**config.mk**
```make
export PLATFORM = sky130hd
export DESIGN_NAME = zm_unpack_sequencer_flat
export DESIGN_NICKNAME = d
export VERILOG_FILES = /design/src/rtl/zm_unpack_sequencer_if.sv /design/src/rtl/zm_unpack_sequencer.sv /design/src/flat_wrapper.sv
export SDC_FILE = /design/constraint.sdc
export NUM_CORES = 1
export LEC_CHECK = 0
export ABC_AREA = 1
export ABC_CLOCK_PERIOD_IN_PS = 4900
export BUFFER_PORTS_ARGS = -buffer_cell sky130_fd_sc_hd__clkbuf_2
export CAP_MARGIN = 0
export CORE_ASPECT_RATIO = 1.4
export CORE_MARGIN = 10
export CORE_UTILIZATION = 43
export CTS_CLUSTER_SIZE = 8
export DETAILED_ROUTE_END_ITERATION = 16
export PLACE_DENSITY = 0.84
export SYNTH_ARGS = -nofsm -noshare
export SYNTH_HDL_FRONTEND = slang
export SYNTH_SLANG_ARGS = --single-unit
```
**constraint.sdc**
```tcl
create_clock -name clk -period 4.9 [get_ports clk]
set_input_delay 0.49 -clock clk [delete_from_list [all_inputs] [get_ports clk]]
set_output_delay 0.49 -clock clk [all_outputs]
set_load 0.02 [all_outputs]
```
**src/rtl/zm_unpack_sequencer_if.sv**
```systemverilog
// -----------------------------------------------------------------------------
// zm_unpack_sequencer_if
// Bundles the handshake and bus signals of the Z-Modem receive unpack
// sequencer: frame configuration/status, block source stream, byte unpacker
// control/data and the downstream payload byte stream.
//   slave  : sequencer side (consumes cfg/blocks/unpacker bytes, drives payload)
//   master : environment side (drives cfg/blocks/unpacker, sinks payload)
// -----------------------------------------------------------------------------
interface zm_unpack_sequencer_if #(
   parameter int LEN_W = 16
);
   logic [LEN_W-1:0] cfg_len;
   logic             cfg_start;
   logic             busy;
   logic             done;
   logic [127:0]     s_blk_tdata;
   logic             s_blk_tvalid;
   logic             s_blk_tready;
   logic [127:0]     unp_plain_block;
   logic             unp_load_en;
   logic             unp_buffer_ready;
   logic [7:0]       unp_tdata;
   logic             unp_tvalid;
   logic             unp_tready;
   logic [7:0]       m_axis_tdata;
   logic             m_axis_tvalid;
   logic             m_axis_tready;
   logic             m_axis_tlast;

   modport slave (
      input  cfg_len, cfg_start, s_blk_tdata, s_blk_tvalid, unp_buffer_ready,
             unp_tdata, unp_tvalid, m_axis_tready,
      output busy, done, s_blk_tready, unp_plain_block, unp_load_en,
             unp_tready, m_axis_tdata, m_axis_tvalid, m_axis_tlast
   );

   modport master (
      output cfg_len, cfg_start, s_blk_tdata, s_blk_tvalid, unp_buffer_ready,
             unp_tdata, unp_tvalid, m_axis_tready,
      input  busy, done, s_blk_tready, unp_plain_block, unp_load_en,
             unp_tready, m_axis_tdata, m_axis_tvalid, m_axis_tlast
   );
endinterface

```
**src/rtl/zm_unpack_sequencer.sv**
```systemverilog
// -----------------------------------------------------------------------------
// zm_unpack_sequencer
// Sequences the receive-side byte unpacker for one Z-Modem payload frame:
// latches the frame length, fetches 128-bit blocks when the unpacker is empty,
// strobes each block into the unpacker, forwards payload bytes downstream with
// TLAST on the final byte, and drains the padding bytes of the last block.
// Ports:
//   clk, reset : clock, asynchronous active-high reset
//   io         : zm_unpack_sequencer_if.slave (cfg/status, block stream,
//                unpacker control/data, payload byte stream)
// -----------------------------------------------------------------------------
module zm_unpack_sequencer #(
   parameter int LEN_W = 16
) (
   input  logic                  clk,
   input  logic                  reset,
   zm_unpack_sequencer_if.slave  io
);

   typedef enum logic [2:0] {
      ST_IDLE     = 3'd0,
      ST_WAIT_BLK = 3'd1,
      ST_LOAD     = 3'd2,
      ST_STREAM   = 3'd3,
      ST_DRAIN    = 3'd4,
      ST_DONE     = 3'd5
   } state_t;

   localparam logic [LEN_W-1:0] LEN_ZERO = {LEN_W{1'b0}};
   localparam logic [LEN_W-1:0] LEN_ONE  = {{(LEN_W-1){1'b0}}, 1'b1};

   state_t           state_q, state_d;
   logic [LEN_W-1:0] bytes_left_q, bytes_left_d;
   logic [3:0]       blk_cnt_q, blk_cnt_d;
   logic [127:0]     plain_q, plain_d;
   logic             busy_q, busy_d;
   logic             done_q, done_d;
   logic             load_q, load_d;

   logic             blk_hs_s;
   logic             byte_xfer_s;
   logic             unp_tready_s;
   logic             m_tvalid_s;
   logic             m_tlast_s;

   // Blocks are only accepted while waiting and the unpacker buffer is empty.
   assign io.s_blk_tready = (state_q == ST_WAIT_BLK) & io.unp_buffer_ready;
   assign blk_hs_s        = io.s_blk_tvalid & io.s_blk_tready;

   // Byte path mux: pass-through while streaming, silent discard while draining.
   always_comb begin
      unp_tready_s = 1'b0;
      m_tvalid_s   = 1'b0;
      m_tlast_s    = 1'b0;
      case (state_q)
         ST_STREAM: begin
            unp_tready_s = io.m_axis_tready;
            m_tvalid_s   = io.unp_tvalid;
            m_tlast_s    = (bytes_left_q == LEN_ONE);
         end
         ST_DRAIN: begin
            unp_tready_s = 1'b1;
         end
         default: begin
            unp_tready_s = 1'b0;
         end
      endcase
   end

   assign byte_xfer_s      = io.unp_tvalid & unp_tready_s;
   assign io.unp_tready    = unp_tready_s;
   assign io.m_axis_tvalid = m_tvalid_s;
   assign io.m_axis_tlast  = m_tlast_s;
   assign io.m_axis_tdata  = io.unp_tdata;

   assign io.busy            = busy_q;
   assign io.done            = done_q;
   assign io.unp_load_en     = load_q;
   assign io.unp_plain_block = plain_q;

   // Next-state and datapath computation for the frame sequencer.
   always_comb begin
      state_d      = state_q;
      bytes_left_d = bytes_left_q;
      blk_cnt_d    = blk_cnt_q;
      plain_d      = plain_q;
      case (state_q)
         ST_IDLE: begin
            if (io.cfg_start) begin
               if (io.cfg_len != LEN_ZERO) begin
                  bytes_left_d = io.cfg_len;
                  blk_cnt_d    = 4'd0;
                  state_d      = ST_WAIT_BLK;
               end else begin
                  state_d      = ST_DONE;
               end
            end else begin
               state_d = ST_IDLE;
            end
         end
         ST_WAIT_BLK: begin
            if (blk_hs_s) begin
               plain_d = io.s_blk_tdata;
               state_d = ST_LOAD;
            end else begin
               state_d = ST_WAIT_BLK;
            end
         end
         ST_LOAD: begin
            blk_cnt_d = 4'd0;
            state_d   = ST_STREAM;
         end
         ST_STREAM: begin
            if (byte_xfer_s) begin
               // bytes_left saturates at zero
               if (bytes_left_q != LEN_ZERO) begin
                  bytes_left_d = bytes_left_q - LEN_ONE;
               end else begin
                  bytes_left_d = LEN_ZERO;
               end
               // blk_cnt holds at 15 here; the next LOAD clears it
               if (blk_cnt_q == 4'd15) begin
                  if (bytes_left_q == LEN_ONE) begin
                     state_d = ST_DONE;
                  end else begin
                     state_d = ST_WAIT_BLK;
                  end
               end else begin
                  blk_cnt_d = blk_cnt_q + 4'd1;
                  if (bytes_left_q == LEN_ONE) begin
                     state_d = ST_DRAIN;
                  end else begin
                     state_d = ST_STREAM;
                  end
               end
            end else begin
               state_d = ST_STREAM;
            end
         end
         ST_DRAIN: begin
            if (byte_xfer_s) begin
               if (blk_cnt_q == 4'd15) begin
                  state_d = ST_DONE;
               end else begin
                  blk_cnt_d = blk_cnt_q + 4'd1;
                  state_d   = ST_DRAIN;
               end
            end else begin
               state_d = ST_DRAIN;
            end
         end
         ST_DONE: begin
            state_d = ST_IDLE;
         end
         default: begin
            state_d = ST_IDLE;
         end
      endcase

      // Status strobes are registered copies of the state being entered.
      busy_d = (state_d == ST_WAIT_BLK) || (state_d == ST_LOAD) ||
               (state_d == ST_STREAM)   || (state_d == ST_DRAIN);
      done_d = (state_d == ST_DONE);
      load_d = (state_d == ST_LOAD);
   end

   // State and registered outputs, cleared asynchronously by reset.
   always_ff @(posedge clk or posedge reset) begin
      if (reset) begin
         state_q      <= ST_IDLE;
         bytes_left_q <= LEN_ZERO;
         blk_cnt_q    <= 4'd0;
         plain_q      <= 128'd0;
         busy_q       <= 1'b0;
         done_q       <= 1'b0;
         load_q       <= 1'b0;
      end else begin
         state_q      <= state_d;
         bytes_left_q <= bytes_left_d;
         blk_cnt_q    <= blk_cnt_d;
         plain_q      <= plain_d;
         busy_q       <= busy_d;
         done_q       <= done_d;
         load_q       <= load_d;
      end
   end

endmodule

```
**src/flat_wrapper.sv**
```systemverilog
// flat-port wrapper written by rule: the top's interface ports become plain ports
module zm_unpack_sequencer_flat 
#(
   parameter int LEN_W = 16
)
  (clk, reset, io_cfg_len, io_cfg_start, io_s_blk_tdata, io_s_blk_tvalid, io_unp_buffer_ready, io_unp_tdata, io_unp_tvalid, io_m_axis_tready, io_busy, io_done, io_s_blk_tready, io_unp_plain_block, io_unp_load_en, io_unp_tready, io_m_axis_tdata, io_m_axis_tvalid, io_m_axis_tlast);
  zm_unpack_sequencer_if #(.LEN_W(LEN_W)) io_i ();
  input  logic clk;
  input  logic reset;
  input wire logic [$bits(io_i.cfg_len)-1:0] io_cfg_len;
  input wire logic [$bits(io_i.cfg_start)-1:0] io_cfg_start;
  input wire logic [$bits(io_i.s_blk_tdata)-1:0] io_s_blk_tdata;
  input wire logic [$bits(io_i.s_blk_tvalid)-1:0] io_s_blk_tvalid;
  input wire logic [$bits(io_i.unp_buffer_ready)-1:0] io_unp_buffer_ready;
  input wire logic [$bits(io_i.unp_tdata)-1:0] io_unp_tdata;
  input wire logic [$bits(io_i.unp_tvalid)-1:0] io_unp_tvalid;
  input wire logic [$bits(io_i.m_axis_tready)-1:0] io_m_axis_tready;
  output wire logic [$bits(io_i.busy)-1:0] io_busy;
  output wire logic [$bits(io_i.done)-1:0] io_done;
  output wire logic [$bits(io_i.s_blk_tready)-1:0] io_s_blk_tready;
  output wire logic [$bits(io_i.unp_plain_block)-1:0] io_unp_plain_block;
  output wire logic [$bits(io_i.unp_load_en)-1:0] io_unp_load_en;
  output wire logic [$bits(io_i.unp_tready)-1:0] io_unp_tready;
  output wire logic [$bits(io_i.m_axis_tdata)-1:0] io_m_axis_tdata;
  output wire logic [$bits(io_i.m_axis_tvalid)-1:0] io_m_axis_tvalid;
  output wire logic [$bits(io_i.m_axis_tlast)-1:0] io_m_axis_tlast;
  assign io_i.cfg_len = io_cfg_len;
  assign io_i.cfg_start = io_cfg_start;
  assign io_i.s_blk_tdata = io_s_blk_tdata;
  assign io_i.s_blk_tvalid = io_s_blk_tvalid;
  assign io_i.unp_buffer_ready = io_unp_buffer_ready;
  assign io_i.unp_tdata = io_unp_tdata;
  assign io_i.unp_tvalid = io_unp_tvalid;
  assign io_i.m_axis_tready = io_m_axis_tready;
  assign io_busy = io_i.busy;
  assign io_done = io_i.done;
  assign io_s_blk_tready = io_i.s_blk_tready;
  assign io_unp_plain_block = io_i.unp_plain_block;
  assign io_unp_load_en = io_i.unp_load_en;
  assign io_unp_tready = io_i.unp_tready;
  assign io_m_axis_tdata = io_i.m_axis_tdata;
  assign io_m_axis_tvalid = io_i.m_axis_tvalid;
  assign io_m_axis_tlast = io_i.m_axis_tlast;
  zm_unpack_sequencer #(.LEN_W(LEN_W)) u_core (.clk(clk), .reset(reset), .io(io_i));
endmodule
```
* Yosys cells after proc, flatten, opt, wreduce, memory -nomap -nowiden
Cells that the tools add are included.
** Operators by class
- $add $sub $neg :: 2
- Equal/unequal tests :: 16
- Muxes and demuxes :: 23
- Bitwise operators :: 3
- Reduce and logical (&&, ||, !) cells :: 12
** Operator list (count)
- $mux 16 :: 4
- $pmux 16 s2 :: 1
- $reduce_bool 16->1 :: 2
- $mux 3 :: 6
- $eq 16x1->1 const B :: 1
- $mux 4 :: 4
- $sub 16x1->16 const B :: 1
- $pmux 3 s5 :: 1
- $eq 3x2->1 const B :: 4
- $pmux 4 s3 :: 1
- $eq 3x3->1 const B :: 3
- $eq 3x1->1 const B :: 2
- $ne 2x1->1 const B :: 3
- $reduce_and 5->1 :: 1
- $add 4x1->4 const B :: 1
- $eq 4x4->1 const B :: 1
- $mux 1 :: 4
- $ne 2x2->1 const B :: 2
- $reduce_and 4->1 :: 1
- $and 1x1->1 :: 3
- $logic_not 3->1 :: 1
- $logic_or 1x1->1 :: 3
- $reduce_bool 3->1 :: 1
- $mux 2 :: 1
- other kinds (4) :: 4
** Word-level totals
- Register bits after elaboration :: 154
- Input bits :: 159
- Output and inout bits :: 143
- Logic and storage cells :: 63

* Depth between registers and ports, before layout
- Depth in word-level cells :: 9
- Mapped depth :: 11
- Gate-level depth less buffers :: 11

* Least setup slack after synthesis
Ideal clock, no wire load.
- Path kind :: flip-flop to output port
- From :: register u_core.state_q[2]
- To :: output io_m_axis_tlast
- Arrival time :: 1.241 ns
- Data required time :: 4.410 ns
- Setup slack :: 3.169 ns
- Cell stages (with the launch flop) :: 6
- Path buffers :: 0
- Cells stage by stage :: dfrtp_1 -> inv_2 -> nand2_2 -> nor2_8 -> clkinv_1 -> nor2_1
** Between the ends
- Cells in the longest elaborated chain, start to end :: 2
** Ends and longest elaborated chain
- start, declared :: RTL line zm_unpack_sequencer.sv:32 : state_t state_q, state_d;
- start signal, assigned :: RTL line zm_unpack_sequencer.sv:178 : state_q <= state_d;
- $eq 3x2->1 :: RTL line zm_unpack_sequencer.sv:55 : case (state_q)
- $mux 1 :: RTL line zm_unpack_sequencer.sv:55
- end, declared :: RTL line flat_wrapper.sv:26 : output wire logic [$bits(io_i.m_axis_tlast)-1:0] io_m_axis_tlast;
No other way between the ends.

* Worst setup path in the final report
- From :: register u_core.state_q[1]
- To :: register u_core.plain_q[9], in the netlist u_core.io.unp_plain_block[9]
** Between the ends
- Cells in the longest elaborated chain, start to end :: 4
** Ends and longest elaborated chain
- $eq 3x1->1 (*) :: RTL line zm_unpack_sequencer.sv:47, zm_unpack_sequencer.sv:87
- $and 1x1->1 :: RTL line zm_unpack_sequencer.sv:47 : assign io.s_blk_tready = (state_q == ST_WAIT_BLK) & io.unp_buffer_ready;
- $and 1x1->1 :: RTL line zm_unpack_sequencer.sv:48 : assign blk_hs_s = io.s_blk_tvalid & io.s_blk_tready;
- $reduce_and 2->1 (no line) (*)
- end signal, assigned :: RTL line zm_unpack_sequencer.sv:181 : plain_q <= plain_d;
- end, declared :: RTL line zm_unpack_sequencer.sv:35 : logic [127:0] plain_q, plain_d;
Every way passes the cells marked *; elsewhere a longest branch is shown, timed or not.
A chain may end at the register's enable or synchronous reset.

==> impl_metrics.ini <==
[yosys]
avgSynthCellArea_um2 = 8.10
yosysUniqueCellTypes = 31
synth-compound-area-share = 0.0275
ys_ff_latch = 154
synth_cells = 837
syn_nets = 1000
synth_edf_count = 0
synthFlopType = dfrtp_1
synth_fa_ha_area_frac = 0.00738
async_flop_share = 1.00
synth_xor_area_frac = 0.0129
yosysSeqAreaShare = 0.568
yosys.area_share.simple = 0.316
synth_mux_area_frac = 0
synth_area_um2 = 6780
synth_warnings = 0
synth_top_family_by_area = simple AND/OR/NAND/NOR gates

[timing]
fin_skew_ns = 0.00759
min_period_ns = 2.77
finalMaxSlewViolations = 0
fmax_ghz = 0.361
hold_viol_final = 0
post-route-period-util = 0.566
final.setup.worst_slack_ns = 2.13
worst_pin_slew_ns = 1.01
finalSetupTns_ns = 0
rsz0062_at_grt = false
setup_viol = 0
relSlewSlack = 0.328

[worst_setup_path]
critPathKind = reg2reg
critPathLaunchType = register
worstPathMaxFanout = 88
crit_required_ns = 5.24
cp-end-kind = register
r2r_cells = 8
arrival_ns = 3.12

[clock_network]
clk_pin_slew_worst_paths_ns = 0.07
cts_hold_buf = 0
cts_tree = done
cts_max_path_buffers = 2
post_cts_buffers = 0
cts_buffers = 17
clock_latency_ns = 0.42
cts-resized-gates = 0
cts_max_level = 4
cts_sinks = 154
clock-root-buffer = clkbuf_16

[cells_and_area]
final_cell_area_um2 = 8820
mostFrequentLayoutCell = nand2_1
antenna_cells = 0
drive_gt1_frac = 0.300
post-route-util = 0.568
post_layout_nonfiller_instances = 1313
area_growth_pct = 30.1
final_cell_mix = nand2_1, clkbuf_2, dfrtp_1
final_net_count = 1267

[route]
routed_wl_um = 20700
dr.pass1.iters = 4
viasPerCell = 4.69
final_antenna_net_count = 0
vias = 6160
drtIter0Drc = 492
drc = 0
wl_per_cell_um = 15.8

[global_route]
grt_max_degree = 111
grt_pass1_wl_um = 32200
grtUsageTotal = 0.187
grt_pass1_vias = 6156
overflow = 0
antenna_found_initial = 1

[worst_hold_path]
min_path_type = in2async

[flow_run]
drv_cap = 0

[placement]
hpwl_um = 15600
placed_area_um2 = 8220
routabilityCongestion = 0.872
pre_cts_ws_ns = 2.09
port_buffers = 285
dp.cells = 1281

[die]
die_width_um = 126
design.portCount = 302
die_h_um = 169
die_area_um2 = 21300
core_um2 = 15500
initial_core_util = 0.436
core.rowCount = 54

[power]
ir_worst_vdd_mv = 0.379
power_density_nw_per_um2 = 691
leakagePower_nw = 5.22

[status]
status = finished clean
report_power, final:
| group | internal [mW] | total (mW) | switching (mW) |
|---|---|---|---|
| combinational | 0.804 | 2.56 | 1.76 |
| clock | 0.773 | 1.34 | 0.567 |
| sequential | 1.85 | 2.19 | 0.346 |
area by class of cell:
| class | count | area [um^2] |
|---|---|---|
| inverter | 50 | 198 |
| tap | 196 | 245 |
| timing repair buffer | 288 | 1450 |
| multi-input combinational | 593 | 2470 |
| clock inverter | 14 | 175 |
| clock buffer | 18 | 429 |
| sequential | 154 | 3850 |
| fill | 1435 | 6720 |
cells in the mapped netlist, drive strengths merged (2+ instances only):
master / number / share of area
nand2: 465 / 0.26
dfrtp: 154 / 0.57
nor2: 50 / 0.031
inv: 49 / 0.028
buf: 39 / 0.039
o21ai: 23 / 0.018
nand3: 20 / 0.017
xor2: 8 / 0.010
o22ai: 6 / 0.0055
nand4: 5 / 0.0046
ha: 4 / 0.0074
nor3: 4 / 0.0037
a21oi: 3 / 0.0022
a21boi: 2 / 0.0022
xnor2: 2 / 0.0026
per-stage QoR:
stage | hold slack (ns) | total power [mW]
floorplan | 0.468 | 3.88
global placement | 0.460 | 4.70
finish | 0.264 | 6.09
CTS | 0.245 | 6.16
detailed placement | 0.464 | 4.80
global route | 0.249 | 6.53
worst paths after layout:
| path | slack, ns | from | to |
|---|---|---|---|
| worst max-delay path | 2.13 | u_core.state_q[1]$_DFF_PP0_ | u_core.io.unp_plain_block[9]$_DFFE_PP0P_ |
| worst min-delay path | 0.26 | reset | u_core.io.unp_plain_block[5]$_DFFE_PP0P_ |
| worst max register to register | 2.13 | u_core.state_q[1]$_DFF_PP0_ | u_core.io.unp_plain_block[9]$_DFFE_PP0P_ |
| worst min register to register | 0.48 | u_core.io.unp_plain_block[46]$_DFFE_PP0P_ | u_core.io.unp_plain_block[46]$_DFFE_PP0P_ |
| max in group asynchronous | 3.36 | reset | u_core.bytes_left_q[9]$_DFFE_PP0P_ |
| min in group clk | 0.26 | io_s_blk_tdata[66] | u_core.io.unp_plain_block[66]$_DFFE_PP0P_ |
per-layer routing:
| layer | GRT usage | wire length (um) | vias to the layer above |
|---|---|---|---|
| met3 | 0.0666 | 1720 | 34 |
| li1 | - | - | 3072 |
| met2 | 0.330 | 10800 | 235 |
| met4 | 0.0635 | 471 | 2 |
| met5 | 0 | 10 | - |
| met1 | 0.202 | 7730 | 2817 |
logic make-up (layout without fill, tap and decap cells):
group           count (synthesis)  after routing
fa+ha+maj                       4              4
buf+inv                        90            370
flops                         154            154
xor+xnor                       10             10
compound gates                 34             34
simple gates                  545            545
registers in the layout, indices dropped and copies added, names as in the netlist:
register / count
u_core.io.unp_plain_block: 128
u_core.io.done: 1
u_core.io.busy: 1
u_core.blk_cnt_q: 4
u_core.io.unp_load_en: 1
u_core.state_q: 3
u_core.bytes_left_q: 16
critical path, cell delays in order, from the launching register on:
cell and delay, ns:
dfrtp_1 0.44, nor3_2 0.23, inv_1 0.07, nor2_2 0.14, nand2_4 0.32, inv_4 0.76
buf_4 0.51, nand2_1 0.12, nand2_1 0.08
Note: power is estimated with default switching activity, not from simulation.
